File: src/rtl/alu_pkg.sv
// ----------------------------------------------------------------------------
// alu_pkg : shared ALU opcodes, datapath widths and forwarding helper
// Rev 1.0 : initial release
// ----------------------------------------------------------------------------
`default_nettype none

package alu_pkg;

  localparam int DW = 32;
  localparam int RW = 5;
  localparam int SW = 6;

  localparam logic [RW-1:0] REG_ZERO = 5'd0;
  localparam logic [RW-1:0] REG_RA   = 5'd31;

  typedef enum logic [2:0] {
    ALU_AND = 3'b000,
    ALU_OR  = 3'b001,
    ALU_ADD = 3'b010,
    ALU_NOR = 3'b011,
    ALU_SLL = 3'b100,
    ALU_SRL = 3'b101,
    ALU_SUB = 3'b110
  } alu_op_e;

  // $0 is hard-wired, so a write to it never supplies a forwarded value.
  function automatic logic is_fwd_match(input logic          regwrite,
                                        input logic [RW-1:0] rd,
                                        input logic [RW-1:0] src);
    return regwrite && (rd != REG_ZERO) && (rd == src);
  endfunction

endpackage

`default_nettype wire

File: src/rtl/fwd_mux.sv
// ----------------------------------------------------------------------------
// fwd_mux : one operand forwarding selector (EX/MEM over MEM/WB over regfile)
// Rev 1.0 : initial release
// ----------------------------------------------------------------------------
`default_nettype none

module fwd_mux
  import alu_pkg::*;
#(
  parameter int DW = alu_pkg::DW,
  parameter int RW = alu_pkg::RW
) (
  input  logic [RW-1:0] src_reg,
  input  logic [DW-1:0] src_data,
  input  logic          exmem_regwrite,
  input  logic [RW-1:0] exmem_rd,
  input  logic [DW-1:0] exmem_result,
  input  logic          memwb_regwrite,
  input  logic [RW-1:0] memwb_rd,
  input  logic [DW-1:0] memwb_result,
  output logic [DW-1:0] fwd_data
);

  // Later assignment wins, so the younger EX/MEM producer takes priority.
  always_comb begin
    fwd_data = src_data;
    if (is_fwd_match(memwb_regwrite, memwb_rd, src_reg)) fwd_data = memwb_result;
    if (is_fwd_match(exmem_regwrite, exmem_rd, src_reg)) fwd_data = exmem_result;
  end

endmodule

`default_nettype wire

File: src/rtl/id_ex_stage.sv
// ----------------------------------------------------------------------------
// id_ex_stage : ID/EX pipeline register, operand forwarding, load-use bubble
// Option      : ID_EX_FORWARD_EN enables forwarding and load-use detection
// Rev 1.0     : initial release
// ----------------------------------------------------------------------------
`default_nettype none

module id_ex_stage
  import alu_pkg::*;
#(
  parameter int DW = alu_pkg::DW,
  parameter int RW = alu_pkg::RW,
  parameter int SW = alu_pkg::SW
) (
  input  logic          clk,
  input  logic          reset,
  input  logic          stall,
  input  logic          flush,
  input  logic          id_valid,
  input  logic [RW-1:0] id_rs,
  input  logic [RW-1:0] id_rt,
  input  logic [RW-1:0] id_rd_dst,
  input  logic [DW-1:0] id_rs_data,
  input  logic [DW-1:0] id_rt_data,
  input  logic [DW-1:0] id_imm,
  input  logic [DW-1:0] id_pc4,
  input  logic          id_alusrc,
  input  logic [2:0]    id_alu_control,
  input  logic [SW-1:0] id_shamt,
  input  logic          id_regwrite,
  input  logic          id_memread,
  input  logic          id_memwrite,
  input  logic          id_memtoreg,
  input  logic          id_jal,
  input  logic          exmem_regwrite,
  input  logic [RW-1:0] exmem_rd,
  input  logic [DW-1:0] exmem_result,
  input  logic          memwb_regwrite,
  input  logic [RW-1:0] memwb_rd,
  input  logic [DW-1:0] memwb_result,
  output logic [DW-1:0] alu_a,
  output logic [DW-1:0] alu_b,
  output logic [2:0]    alu_control,
  output logic [SW-1:0] alu_shamt,
  output logic [DW-1:0] ex_store_data,
  output logic [RW-1:0] ex_rd_dst,
  output logic [DW-1:0] ex_pc4,
  output logic          ex_valid,
  output logic          ex_regwrite,
  output logic          ex_memread,
  output logic          ex_memwrite,
  output logic          ex_memtoreg,
  output logic          ex_jal,
  output logic          load_use_stall
);

  logic [RW-1:0] ex_rs;
  logic [RW-1:0] ex_rt;
  logic [DW-1:0] ex_rs_data;
  logic [DW-1:0] ex_rt_data;
  logic [DW-1:0] ex_imm;
  logic          ex_alusrc;
  logic [DW-1:0] fwd_rs;
  logic [DW-1:0] fwd_rt;
  logic          exmem_we;
  logic          memwb_we;

`ifdef ID_EX_FORWARD_EN
  assign exmem_we = exmem_regwrite;
  assign memwb_we = memwb_regwrite;
  assign load_use_stall = ex_valid && ex_memread && (ex_rd_dst != REG_ZERO) && id_valid &&
                          ((ex_rd_dst == id_rs) || (ex_rd_dst == id_rt));
`else
  // Without forwarding the selectors never match; software schedules nops.
  logic unused_fwd;
  assign exmem_we       = 1'b0;
  assign memwb_we       = 1'b0;
  assign load_use_stall = 1'b0;
  assign unused_fwd     = exmem_regwrite ^ memwb_regwrite;
`endif

  always_ff @(posedge clk) begin
    if (reset || (!stall && (flush || load_use_stall))) begin
      ex_valid    <= 1'b0;
      ex_rs       <= '0;
      ex_rt       <= '0;
      ex_rd_dst   <= '0;
      ex_rs_data  <= '0;
      ex_rt_data  <= '0;
      ex_imm      <= '0;
      ex_pc4      <= '0;
      ex_alusrc   <= 1'b0;
      alu_control <= ALU_AND;
      alu_shamt   <= '0;
      ex_regwrite <= 1'b0;
      ex_memread  <= 1'b0;
      ex_memwrite <= 1'b0;
      ex_memtoreg <= 1'b0;
      ex_jal      <= 1'b0;
    end else if (!stall) begin
      ex_valid    <= id_valid;
      ex_rs       <= id_rs;
      ex_rt       <= id_rt;
      ex_rd_dst   <= id_rd_dst;
      ex_rs_data  <= id_rs_data;
      ex_rt_data  <= id_rt_data;
      ex_imm      <= id_imm;
      ex_pc4      <= id_pc4;
      ex_alusrc   <= id_alusrc;
      alu_control <= id_alu_control;
      alu_shamt   <= id_shamt;
      ex_regwrite <= id_regwrite;
      ex_memread  <= id_memread;
      ex_memwrite <= id_memwrite;
      ex_memtoreg <= id_memtoreg;
      ex_jal      <= id_jal;
    end
  end

  fwd_mux #(.DW(DW), .RW(RW)) u_fwd_rs (
    .src_reg        (ex_rs),
    .src_data       (ex_rs_data),
    .exmem_regwrite (exmem_we),
    .exmem_rd       (exmem_rd),
    .exmem_result   (exmem_result),
    .memwb_regwrite (memwb_we),
    .memwb_rd       (memwb_rd),
    .memwb_result   (memwb_result),
    .fwd_data       (fwd_rs)
  );

  fwd_mux #(.DW(DW), .RW(RW)) u_fwd_rt (
    .src_reg        (ex_rt),
    .src_data       (ex_rt_data),
    .exmem_regwrite (exmem_we),
    .exmem_rd       (exmem_rd),
    .exmem_result   (exmem_result),
    .memwb_regwrite (memwb_we),
    .memwb_rd       (memwb_rd),
    .memwb_result   (memwb_result),
    .fwd_data       (fwd_rt)
  );

  // Stores always need the forwarded rt, even when the ALU takes the immediate.
  assign alu_a         = fwd_rs;
  assign alu_b         = ex_alusrc ? ex_imm : fwd_rt;
  assign ex_store_data = fwd_rt;

endmodule

`default_nettype wire

File: config.mk
export PLATFORM = sky130hd
export DESIGN_NAME = id_ex_stage
export DESIGN_NICKNAME = d
export VERILOG_FILES = /design/src/rtl/alu_pkg.sv /design/src/rtl/fwd_mux.sv /design/src/rtl/id_ex_stage.sv
export SDC_FILE = /design/constraint.sdc
export NUM_CORES = 1
export LEC_CHECK = 0
export ABC_AREA = 1
export CORE_AREA = 2 2 152 154
export CTS_BUF_LIST = sky130_fd_sc_hd__clkbuf_4 sky130_fd_sc_hd__clkbuf_8
export CTS_CLUSTER_DIAMETER = 30
export DETAILED_ROUTE_END_ITERATION = 16
export DIE_AREA = 0 0 154 156
export PLACE_DENSITY_LB_ADDON = 0.12
export SLEW_MARGIN = 20
export SYNTH_ARGS = -nofsm -noshare
export SYNTH_HDL_FRONTEND = slang
export SYNTH_SLANG_ARGS = --single-unit
File: constraint.sdc
create_clock -name clk -period 2.2 [get_ports clk]
set_input_delay 0.44 -clock clk [delete_from_list [all_inputs] [get_ports clk]]
set_output_delay 0.44 -clock clk [all_outputs]
set_load 0.01 [all_outputs]
==> results.cfg, run 1 <==
[outcome]
status = finished clean

[pwr]
clock_share_of_power_pct = 39.0
netSwitchingPower_mw = 1.65
seq_power_share_pct = 44.2
p_int_mw = 4.89
power.leakage_nw = 5.72
irDropWorstVdd_uv = 394
combPwrFrac_pct = 16.8
p_sw_share_pct = 25.2
power_per_cell_area_nw_per_um2 = 611
power.total_mw = 6.54

[yosys]
register_area_share_after_synthesis_pct = 42.1
number_of_storage_elements_in_the_synthesis_netlist = 149
synth_area_leaders = sky130_fd_sc_hd__dfxtp_1 42%, sky130_fd_sc_hd__nor2_1 24%, sky130_fd_sc_hd__inv_1 15%, sky130_fd_sc_hd__nand2_1 9.6%, sky130_fd_sc_hd__buf_2 2.5%
postSynthNetCount = 1438
synthCells = 1199
synth.lib_cells_used.distinct = 12
synth.yosys.warnings = 0
netlist_area_um2 = 7080
area_share_of_the_largest_cell_type_after_synthesis_pct = 42.1
synth.largest_area_cell = sky130_fd_sc_hd__dfxtp_1
avgSynthCellArea_um2 = 5.90

[clock_tree]
ctsHoldBuffers = 0
maximum_clock_insertion_buffer_count = 2
post-cts-setup-buffer-count = 0
cts_buffers = 17
clockRootBuffer = sky130_fd_sc_hd__clkbuf_8
worstSkewPairLatency_ns = 0.43
clock_tree_from_tritoncts = built
htree_levels = 4
clk_transition_reported_paths_ns = 0.09
cts_num_sinks = 149

[placement]
place_inst = 1734
weighted_congestion_at_the_end_of_routability_driven_global_placement = 0.781
io_buffers = 300
hpwl_mm = 13.4
dp_slack_ns = 0.417
detailed_place.area_um2 = 10300

[floorplan]
die_area_um2 = 24000
die_y_um = 156
core_area_um2 = 22400
boundaryPins = 388
floorplan.initialDensity_pct = 31.6
fp-row-count = 55
die_w_um = 154

[worst_hold_path]
whs_path_depth = 4
timing.hold.worst.class = primary input to flip-flop
min_from = stall

[global_route]
grt_pass1_wl_mm = 30.6
number_of_global_route_vias_before_repair = 6189
total_global_route_track_usage_pct = 16.0
antenna_found_initial = 1
grt.overflow.total = 0
grt_start_max_net_pins = 86

[flow_run]
maxCapViolCount = 0

[finish]
design_area_um2 = 10700
layout.core_utilization_pct = 47.8
area.growth.synth_to_final_pct = 51.2
drive_above_1_share_pct = 2.70
layout_common_cells = 447 x sky130_fd_sc_hd__nor2_1, 287 x sky130_fd_sc_hd__inv_1, 267 x sky130_fd_sc_hd__clkdlybuf4s50_1, 181 x sky130_fd_sc_hd__nand2_1, 148 x sky130_fd_sc_hd__dfxtp_1
layout.nets = 1707
fin_cells = 1765
most_common_cell_after_layout_fill_and_taps_aside = sky130_fd_sc_hd__nor2_1

[setup_path]
timing.critical_path.from = ex_alusrc
critical_path_class = flip-flop to primary output
r2r-start = ex_alusrc
worst_ep_required_time_ns = 1.76
worst-r2r-cell-count = 5
critPathMaxFanout = 65
start_kind = flip-flop
critPathArrivalTime_ns = 1.50
critical_path.endpoint_type = primary output

[sta]
fin_setup_tns_ns = 0
timing.final.crit_period_ns = 1.94
setup_violations = 0
timing.clock.skew_ns = 0
timing_max_transition_violations_final = 0
rsz0062_at_grt = no
layout_setup_ws_ns = 0.258
fmax_mhz = 515
period_share_pct = 88.3
hold_violations = 0
hold-worst-slack_ns = 0.537

[route]
ant_nets = 0
detail_route.iter0.violations = 238
dr_total_vias = 6781
detail_route.wl_per_cell_um = 10.9
first_pass_iters = 4
drt-total-wl_mm = 19.2
vias_per_cell = 3.84
drcViolationCount = 0
[worst max-delay path, stage by stage (launching register included)]
cell                            delay, ns
sky130_fd_sc_hd__dfxtp_2             0.34
sky130_fd_sc_hd__buf_12              0.25
sky130_fd_sc_hd__nand2_1             0.07
sky130_fd_sc_hd__o21ai_0             0.08
sky130_fd_sc_hd__dlygate4sd2_1       0.32
[what timing repair did]
item | 4_1_cts | 5_1_grt
hold endpoints to repair | 0 | 0
endpoints found under the setup margin | 32 | 0
gates resized for setup | 32 | 0
[area by class of cell]
cell class,instances,area (um^2)
fillers,2350,11700
clock buffers,18,241
well taps,285,357
clock inverters,12,228
diodes,1,2.50
repair buffers,307,3110
multi-input cells,662,2540
flip-flops and latches,149,2980
inverters,331,1240
[flip-flops by register name, summed over array words and instances (netlist names)]
register,cells
ex_rs_data,32
ex_memwrite,1
ex_alusrc,1
ex_regwrite,1
ex_rd_dst,5
ex_valid,1
alu_control,3
alu_shamt,6
ex_memtoreg,1
ex_memread,1
ex_imm,32
ex_pc4,32
ex_rt_data,32
ex_jal,1
[final timing paths]
kind,endpoint,slack (ns)
max,alu_b[19],0.26
min,ex_imm[0],0.54
max reg2reg,ex_alusrc,1.29
min reg2reg,ex_rs_data[15],0.55
[cells by family after synthesis]
logic type,Yosys count,share of synthesized area [%]
AND/OR/NAND/NOR,628,33.3
buffers and inverters,388,22.1
flip-flops,149,42.1
AO/OA/AOI/OAI,33,2.42
other,1,0.0530
[layer usage]
layer  up-vias  GRT usage (%)  share of wire [%]  wire length (um)
met1      2777           17.9                 43              8340
li1       3797              -                  -                 -
met2       184           26.3                 45              8560
met4         0           5.25                2.0               391
met3        23           8.25                 10              1950
met5         -              0                  0                 0
[cells in the mapped netlist (all sizes together)]
cell,number
buf,51
clkinv,44
dfxtp,149
o21bai,1
conb,1
nand2,181
o21ai,32
clkbuf,6
inv,287
nor2,447
[power groups by stage]
stage	clock [mW]	sequential, mW	combinational, mW
finish	2.55	2.89	1.10
CTS	2.66	2.89	1.12
detailed placement	0	2.96	1.14
global route	2.77	2.91	1.23
floorplan	0	2.99	0.474
global placement	0	2.95	1.14
Note: power is estimated with default switching activity, not from simulation.
==> run 2, diff against run 1 <==
--- a/config.mk
+++ b/config.mk
@@ -6,6 +6,7 @@
 export NUM_CORES = 1
 export LEC_CHECK = 0
 export ABC_AREA = 1
+export ABC_CLOCK_PERIOD_IN_PS = 2200
 export CORE_AREA = 2 2 152 154
 export CTS_BUF_LIST = sky130_fd_sc_hd__clkbuf_4 sky130_fd_sc_hd__clkbuf_8
 export CTS_CLUSTER_DIAMETER = 30
==> results of run 2 <==
Final layout, timing and power as in run 1 (identical DEF).
==> run 3, diff against run 2 <==
--- a/config.mk
+++ b/config.mk
@@ -10,6 +10,7 @@
 export CORE_AREA = 2 2 152 154
 export CTS_BUF_LIST = sky130_fd_sc_hd__clkbuf_4 sky130_fd_sc_hd__clkbuf_8
 export CTS_CLUSTER_DIAMETER = 30
+export CTS_CLUSTER_SIZE = 12
 export DETAILED_ROUTE_END_ITERATION = 16
 export DIE_AREA = 0 0 154 156
 export PLACE_DENSITY_LB_ADDON = 0.12
==> results of run 3 <==
Final layout, timing and power as in run 1 (identical DEF).
